**src/rtl/call_stack.sv**
```systemverilog
// Return-address stack for CALL/RET with occupancy and sticky error flags.
// Optional build macro CALL_STACK_WRAP_EN: a push on full overwrites the oldest entry instead of being dropped.
module call_stack #(
  parameter int DATA_WIDTH = 32,
  parameter int ADDR_WIDTH = 4
) (
  input  logic                  clk,
  input  logic                  reset,
  input  logic                  enable,
  input  logic                  push,
  input  logic                  pop,
  input  logic [DATA_WIDTH-1:0] data_in,
  input  logic                  clear_err,
  output logic [DATA_WIDTH-1:0] data_out,
  output logic                  empty,
  output logic                  full,
  output logic [ADDR_WIDTH:0]   count,
  output logic                  overflow,
  output logic                  underflow
);

  localparam int DEPTH = 2 ** ADDR_WIDTH;
  localparam logic [ADDR_WIDTH:0] DEPTH_CNT = (ADDR_WIDTH + 1)'(DEPTH);

  logic [DATA_WIDTH-1:0] mem_q [DEPTH];
  logic [ADDR_WIDTH-1:0] sp_q, sp_d;
  logic [ADDR_WIDTH:0]   count_q, count_d;
  logic                  overflow_q, overflow_d;
  logic                  underflow_q, underflow_d;

  logic                  we;
  logic [ADDR_WIDTH-1:0] waddr;
  logic [ADDR_WIDTH-1:0] top_idx;

  assign top_idx   = sp_q - ADDR_WIDTH'(1);
  assign empty     = (count_q == '0);
  assign full      = (count_q == DEPTH_CNT);
  assign count     = count_q;
  assign overflow  = overflow_q;
  assign underflow = underflow_q;
  assign data_out  = empty ? '0 : mem_q[top_idx];

  always_comb begin
    sp_d        = sp_q;
    count_d     = count_q;
    overflow_d  = overflow_q;
    underflow_d = underflow_q;
    we          = 1'b0;
    waddr       = sp_q;

    // A new error raised below overrides the clear in the same cycle.
    if (clear_err) begin
      overflow_d  = 1'b0;
      underflow_d = 1'b0;
    end

    if (enable) begin
      if (push && pop && !empty) begin
        we    = 1'b1;
        waddr = top_idx;
      end else if (push) begin
        if (!full) begin
          we      = 1'b1;
          sp_d    = sp_q + ADDR_WIDTH'(1);
          count_d = count_q + (ADDR_WIDTH + 1)'(1);
        end else begin
          overflow_d = 1'b1;
`ifdef CALL_STACK_WRAP_EN
          we   = 1'b1;
          sp_d = sp_q + ADDR_WIDTH'(1);
`endif
        end
      end else if (pop) begin
        if (!empty) begin
          sp_d    = top_idx;
          count_d = count_q - (ADDR_WIDTH + 1)'(1);
        end else begin
          underflow_d = 1'b1;
        end
      end
    end
  end

  always_ff @(posedge clk or posedge reset) begin
    if (reset) begin
      sp_q        <= '0;
      count_q     <= '0;
      overflow_q  <= 1'b0;
      underflow_q <= 1'b0;
    end else begin
      sp_q        <= sp_d;
      count_q     <= count_d;
      overflow_q  <= overflow_d;
      underflow_q <= underflow_d;
    end
  end

  // Storage is not reset; writes are suppressed while reset is held.
  always_ff @(posedge clk) begin
    if (we && !reset) begin
      mem_q[waddr] <= data_in;
    end
  end

endmodule

```
**config.mk**
```make
export PLATFORM = sky130hd
export DESIGN_NAME = call_stack
export DESIGN_NICKNAME = d
export VERILOG_FILES = /design/src/rtl/call_stack.sv
export SDC_FILE = /design/constraint.sdc
export NUM_CORES = 1
export LEC_CHECK = 0
export ABC_AREA = 1
export CAP_MARGIN = 20
export CELL_PAD_IN_SITES_DETAIL_PLACEMENT = 1
export CELL_PAD_IN_SITES_GLOBAL_PLACEMENT = 2
export CORE_MARGIN = 2
export CORE_UTILIZATION = 40
export DETAILED_ROUTE_END_ITERATION = 12
export PLACE_DENSITY = 0.75
export SLEW_MARGIN = 15
export SYNTH_ARGS = -nofsm -noshare
export SYNTH_HDL_FRONTEND = slang
export SYNTH_SLANG_ARGS = --single-unit
```
**constraint.sdc**
```tcl
create_clock -name clk -period 4.88 [get_ports clk]
set_input_delay 1.22 -clock clk [delete_from_list [all_inputs] [get_ports clk]]
set_output_delay 1.22 -clock clk [all_outputs]
set_load 0.05 [all_outputs]
```
* After elaboration in Yosys (flattened, before gate mapping)
Memory sizes are Yosys's and may differ from the RTL's.
Index checks and enable logic that the tools add are counted.
** Storage, ports and cells
- Bits in registers :: 11
- Word-level logic and storage cells :: 49
- Input port bits :: 38
- Memories :: 1
- Memory bits (writable) :: 512
- Output and inout port bits :: 41
** Operators by class
- Muxes and demuxes :: 28
- $add $sub $neg :: 4
- Bitwise operators :: 1
- Reduce and logical (&&, ||, !) cells :: 8
- Equal/unequal tests :: 3
** Memory list
- mem_q :: words 16, width 32, rd ports 1, clocked after Yosys merged registers in 0, wr ports 1, line 25 : logic [DATA_WIDTH-1:0] mem_q [DEPTH];
** Operator list (count)
- $mux W32 :: 1
- $mux W4 :: 6
- $mux W5 :: 4
- $mux W1 :: 17
- $add A5 B1 Y5 const B :: 1
- $eq A5 B5 Y1 const B :: 1
- $logic_not A5 Y1 :: 1
- $reduce_and A5 Y1 :: 1
- $sub A5 B1 Y5 const B :: 1
- $add A4 B1 Y4 const B :: 1
- $ne A2 B2 Y1 const B :: 2
- $sub A4 B1 Y4 const B :: 1
- $logic_and A1 B1 Y1 :: 3
- $logic_not A1 Y1 :: 2
- $reduce_bool A2 Y1 :: 1
- $not A1 Y1 :: 1

* Longest topological paths before layout
Gate-level depths: netlist (run 1).
- Word-level depth :: 8
- Depth in mapped cells :: 15
- Gate-level depth less buffers :: 10

* Worst setup path before layout (run 1)
Ideal clock, no wire load.
- Path kind :: reg2out
- From :: register sp_q[0]
- To :: output data_out[30]
- Cell stages (with the launch flop) :: 16
- Required time :: 3.660 ns
- Buffers on the path :: 7
- Arrival :: 2.720 ns
- Slack :: 0.940 ns
- Path through :: dfrtp_1 buf_6 inv_2 buf_6 buf_6 buf_2 ha_1 buf_4 inv_2 buf_4 buf_2 nand3_1 nand3_1 nand2_1 nand2_1 a21oi_1
** On the way
- Cells in the longest elaborated chain, start to end :: 3
** Ends and longest elaborated chain
- start: declaration :: line 26 : logic [ADDR_WIDTH-1:0] sp_q, sp_d;
- start signal: assignment :: line 91 : sp_q <= sp_d;
- $sub A4 B1 Y4 :: line 35 : assign top_idx = sp_q - ADDR_WIDTH'(1);
- $mem_v2 Z16 W32
- $mux W32 :: line 41 : assign data_out = empty ? '0 : mem_q[top_idx];
- end: declaration :: line 14 : output logic [DATA_WIDTH-1:0] data_out,
No other way between the ends.

* Final worst setup path (run 1)
- From :: register sp_q[0]
- To :: output data_out[15]
Same word-level chain as after synthesis.

==> results of run 1 <==
==> metal layers <==
| metal | vias up | GRT usage |
|---|---|---|
| li1 | 6465 | - |
| met1 | 7221 | 0.288 |
| met2 | 230 | 0.348 |
| met4 | 0 | 0.0521 |
| met5 | - | 0 |
| met3 | 68 | 0.0245 |
==> cell type report <==
class | count | area share
multi-input combinational | 1142 | 0.209
inverter | 17 | 0.00305
timing repair buffer | 116 | 0.0614
sequential | 523 | 0.625
tap | 688 | 0.0344
clock buffer | 80 | 0.0604
clock inverter | 23 | 0.00650
==> cell families (layout without fill, tap and decap cells) <==
kind of cell | after synthesis | in the layout | synth area share
and+or+nand+nor | 1015 | 1015 | 0.202
adders and majority gates | 6 | 6 | 0.00386
DFF | 523 | 523 | 0.731
buffers and inverters | 131 | 236 | 0.0328
xor gates and xnor gates | 9 | 9 | 0.00438
AOI/OAI and AO/OA | 112 | 112 | 0.0266
==> state kept, by name, summed over array words and instances, names as in the netlist <==
signal / cells
mem_q: 512
count: 5
sp_q: 4
overflow: 1
underflow: 1
==> placed cells by master, fill, tap and decap left out, types with 2 or more instances in the layout <==
master,netlist,final
a21oi_1,66,66
buf_12,0,44
buf_4,20,26
bufinv_16,0,2
clkbuf_1,21,23
clkbuf_16,0,57
clkdlybuf4s50_1,0,46
clkinv_1,0,11
clkinv_2,0,7
dfrtp_1,11,10
edfxtp_1,512,512
ha_1,5,4
inv_1,13,12
inv_2,4,3
inv_6,0,4
nand2_1,588,587
nand2_2,2,3
nand3_1,363,363
nand3_2,2,2
nand4_1,6,6
nor2_1,49,33
nor2_2,2,2
nor2_4,0,16
o21ai_0,4,4
o21ai_1,40,40
xor2_1,6,6
==> metrics by stage <==
stage / util / setup slack, ns / instance area (um^2) / hold WS [ns] / std cells
CTS: 0.474 / 0.200 / 25000 / 0.518 / 2589
floorplan: - / 0.940 / 21400 / 0.522 / 1796
finish: 0.474 / 0.288 / 25000 / 0.503 / 2589
global placement: 0.443 / 0.765 / 23400 / 0.476 / 2486
detailed placement: 0.443 / 0.690 / 23400 / 0.504 / 2486
global route: 0.474 / 0.0758 / 25000 / 0.557 / 2589
==> path summary, 6_finish.rpt <==
path	cells past startpoint	endpoint	slack, ns
min in group asynchronous	3	sp_q[2]$_DFFE_PP0P_	0.92
max in group asynchronous	3	sp_q[0]$_DFFE_PP0P_	3.78
hold reg to reg	2	underflow$_DFF_PP0_	0.50
setup reg to reg	7	mem_q[1][12]$_DFFE_PP_	1.30
hold / removal	2	underflow$_DFF_PP0_	0.50
setup / recovery	9	data_out[15]	0.29
==> tightest hold or removal path, delay by kind of cell (launching register included) <==
| family | cells | cell delay (ns) |
|---|---|---|
| flip-flops | 1 | 0.34 |
| AO/OA/AOI/OAI | 1 | 0.07 |
| AND/OR/NAND/NOR | 1 | 0.05 |
==> impl_metrics.py, run 1 <==
metrics = {
    "status": {
        "status": "finished, final reports clean",
    },
    "synthesis": {
        "synth_flop_cell": "edfxtp_1",
        "ys_seq_area_frac": 0.731,
        "synthArstFlopShare": 0.0210,
        "synth_area_per_cell_um2": 11.9,
        "synth_cell_types": 31,
        "synth_commonest_cells": "588 x nand2_1, 512 x edfxtp_1, 363 x nand3_1",
        "netlist_instances": 1796,
        "synth_area_leaders": "edfxtp_1 72%, nand2_1 10%, nand3_1 8.5%",
        "synth_edf_count": 512,
        "ys_ff_latch": 523,
        "yosysWarnings": 0,
        "yosysTopAreaCell": "edfxtp_1",
        "synthesis.area_um2": 21400,
        "yosys.cell_count.top_type": "nand2_1",
        "synth_top_area_frac": 0.718,
        "synth_nets": 1840,
    },
    "global_routing": {
        "grt_start_max_net_pins": 165,
        "grt_pass1_wl_mm": 88.5,
        "antenna_found_initial": 0,
        "overflow": 0,
        "first_global_vias": 14481,
        "grt_use_total": 0.207,
    },
    "finish": {
        "nNetsFinal": 1900,
        "fillCellCount": 5471,
        "drive_above_1_share": 0.0915,
        "syn_to_final_growth_pct": 16.8,
        "register_area_um2": 15700,
        "n_antenna_cell": 0,
        "multi_input_area_um2": 5230,
    },
    "routing": {
        "drt-met1-wl_mm": 26.2,
        "highest_layer": "met4",
        "ant_nets": 0,
        "drcViolationCount": 0,
        "route.met3.wl_mm": 1.90,
        "wl_mm": 57.2,
        "drtIter0Drc": 917,
        "dr_wl_met2_mm": 28.0,
        "viasPerCell": 5.40,
        "vias": 13984,
        "avgRoutedWirePerCell_um": 22.1,
        "drtPass1Iterations": 7,
    },
    "clock_tree": {
        "cts-resized-gates": 0,
        "clock-sinks": 523,
        "cts_root_buffer": "clkbuf_16",
        "ctsHoldBuffers": 0,
        "clkTransAtPathRegs_ns": 0.06,
        "clk_latency_ns": 0.60,
        "cts-buffers-inserted": 56,
        "cts_buffer_depth": 3,
        "cts_tree": "done",
        "post_cts_buffers": 0,
        "htree_levels": 2,
    },
    "worst_setup_path": {
        "cp.arrival_ns": 3.37,
        "crit_family": "buffers and inverters",
        "crit_required_ns": 3.66,
        "crit_path_top_delay_cell": "dfrtp_4",
        "critPathMaxFanout": 164,
        "critPathMaxStageDelay_ns": 0.66,
        "crit_start": "sp_q[0]$_DFFE_PP0P_",
        "r2r_start": "sp_q[0]$_DFFE_PP0P_",
        "startpoint_type": "flip-flop",
        "end_kind": "primary output",
        "crit_type": "reg2out",
        "cp_cell_sequence": "inv_8 > buf_12 > nand2_1 > nand3_1 > nand2_1 > a21oi_1 > o21ai_1 > nor2_1 > buf_12",
        "path_buf_inv": 3,
    },
    "sta": {
        "skew_ns": 0.0134,
        "drv_slew": 0,
        "finalSetupViolations": 0,
        "rsz0062_at_grt": "false",
        "clock.fmax_ghz": 0.218,
        "final.min_clock_period_ns": 4.59,
        "setup-tns-final_ns": 0,
        "tightest_slew_ns": 0.963,
        "slew_headroom": 0.358,
        "hold_viol_final": 0,
        "fin_crit_sh": 0.941,
    },
    "die": {
        "die_area_um2": 55400,
        "io_pins": 79,
        "die_h_um": 235,
        "die_w_um": 235,
        "core_um2": 52800,
        "initial_utilization": 0.406,
        "num_rows": 84,
    },
    "placed_design": {
        "port-buffer-count": 78,
        "dpl.hpwl_mm": 31.1,
        "place_congestion": 0.732,
    },
    "job": {
        "max_cap_viol_count": 0,
    },
    "hold_path": {
        "hp-start": "underflow$_DFF_PP0_",
        "hold_path_class": "reg2reg",
    },
}
Power of run 1 is not shown: default switching activity piles up to over one toggle a cycle in this logic, so the estimate is an artifact.
==> run 2: changes to the inputs <==
--- a/config.mk
+++ b/config.mk
@@ -6,7 +6,7 @@
 export NUM_CORES = 1
 export LEC_CHECK = 0
 export ABC_AREA = 1
-export CAP_MARGIN = 20
+export CAP_MARGIN = 10
 export CELL_PAD_IN_SITES_DETAIL_PLACEMENT = 1
 export CELL_PAD_IN_SITES_GLOBAL_PLACEMENT = 2
 export CORE_MARGIN = 2
==> results of run 2 <==
Same layout as run 1: the final DEF is identical, and so are final timing and power.
Power of run 2 is left out for the same reason.
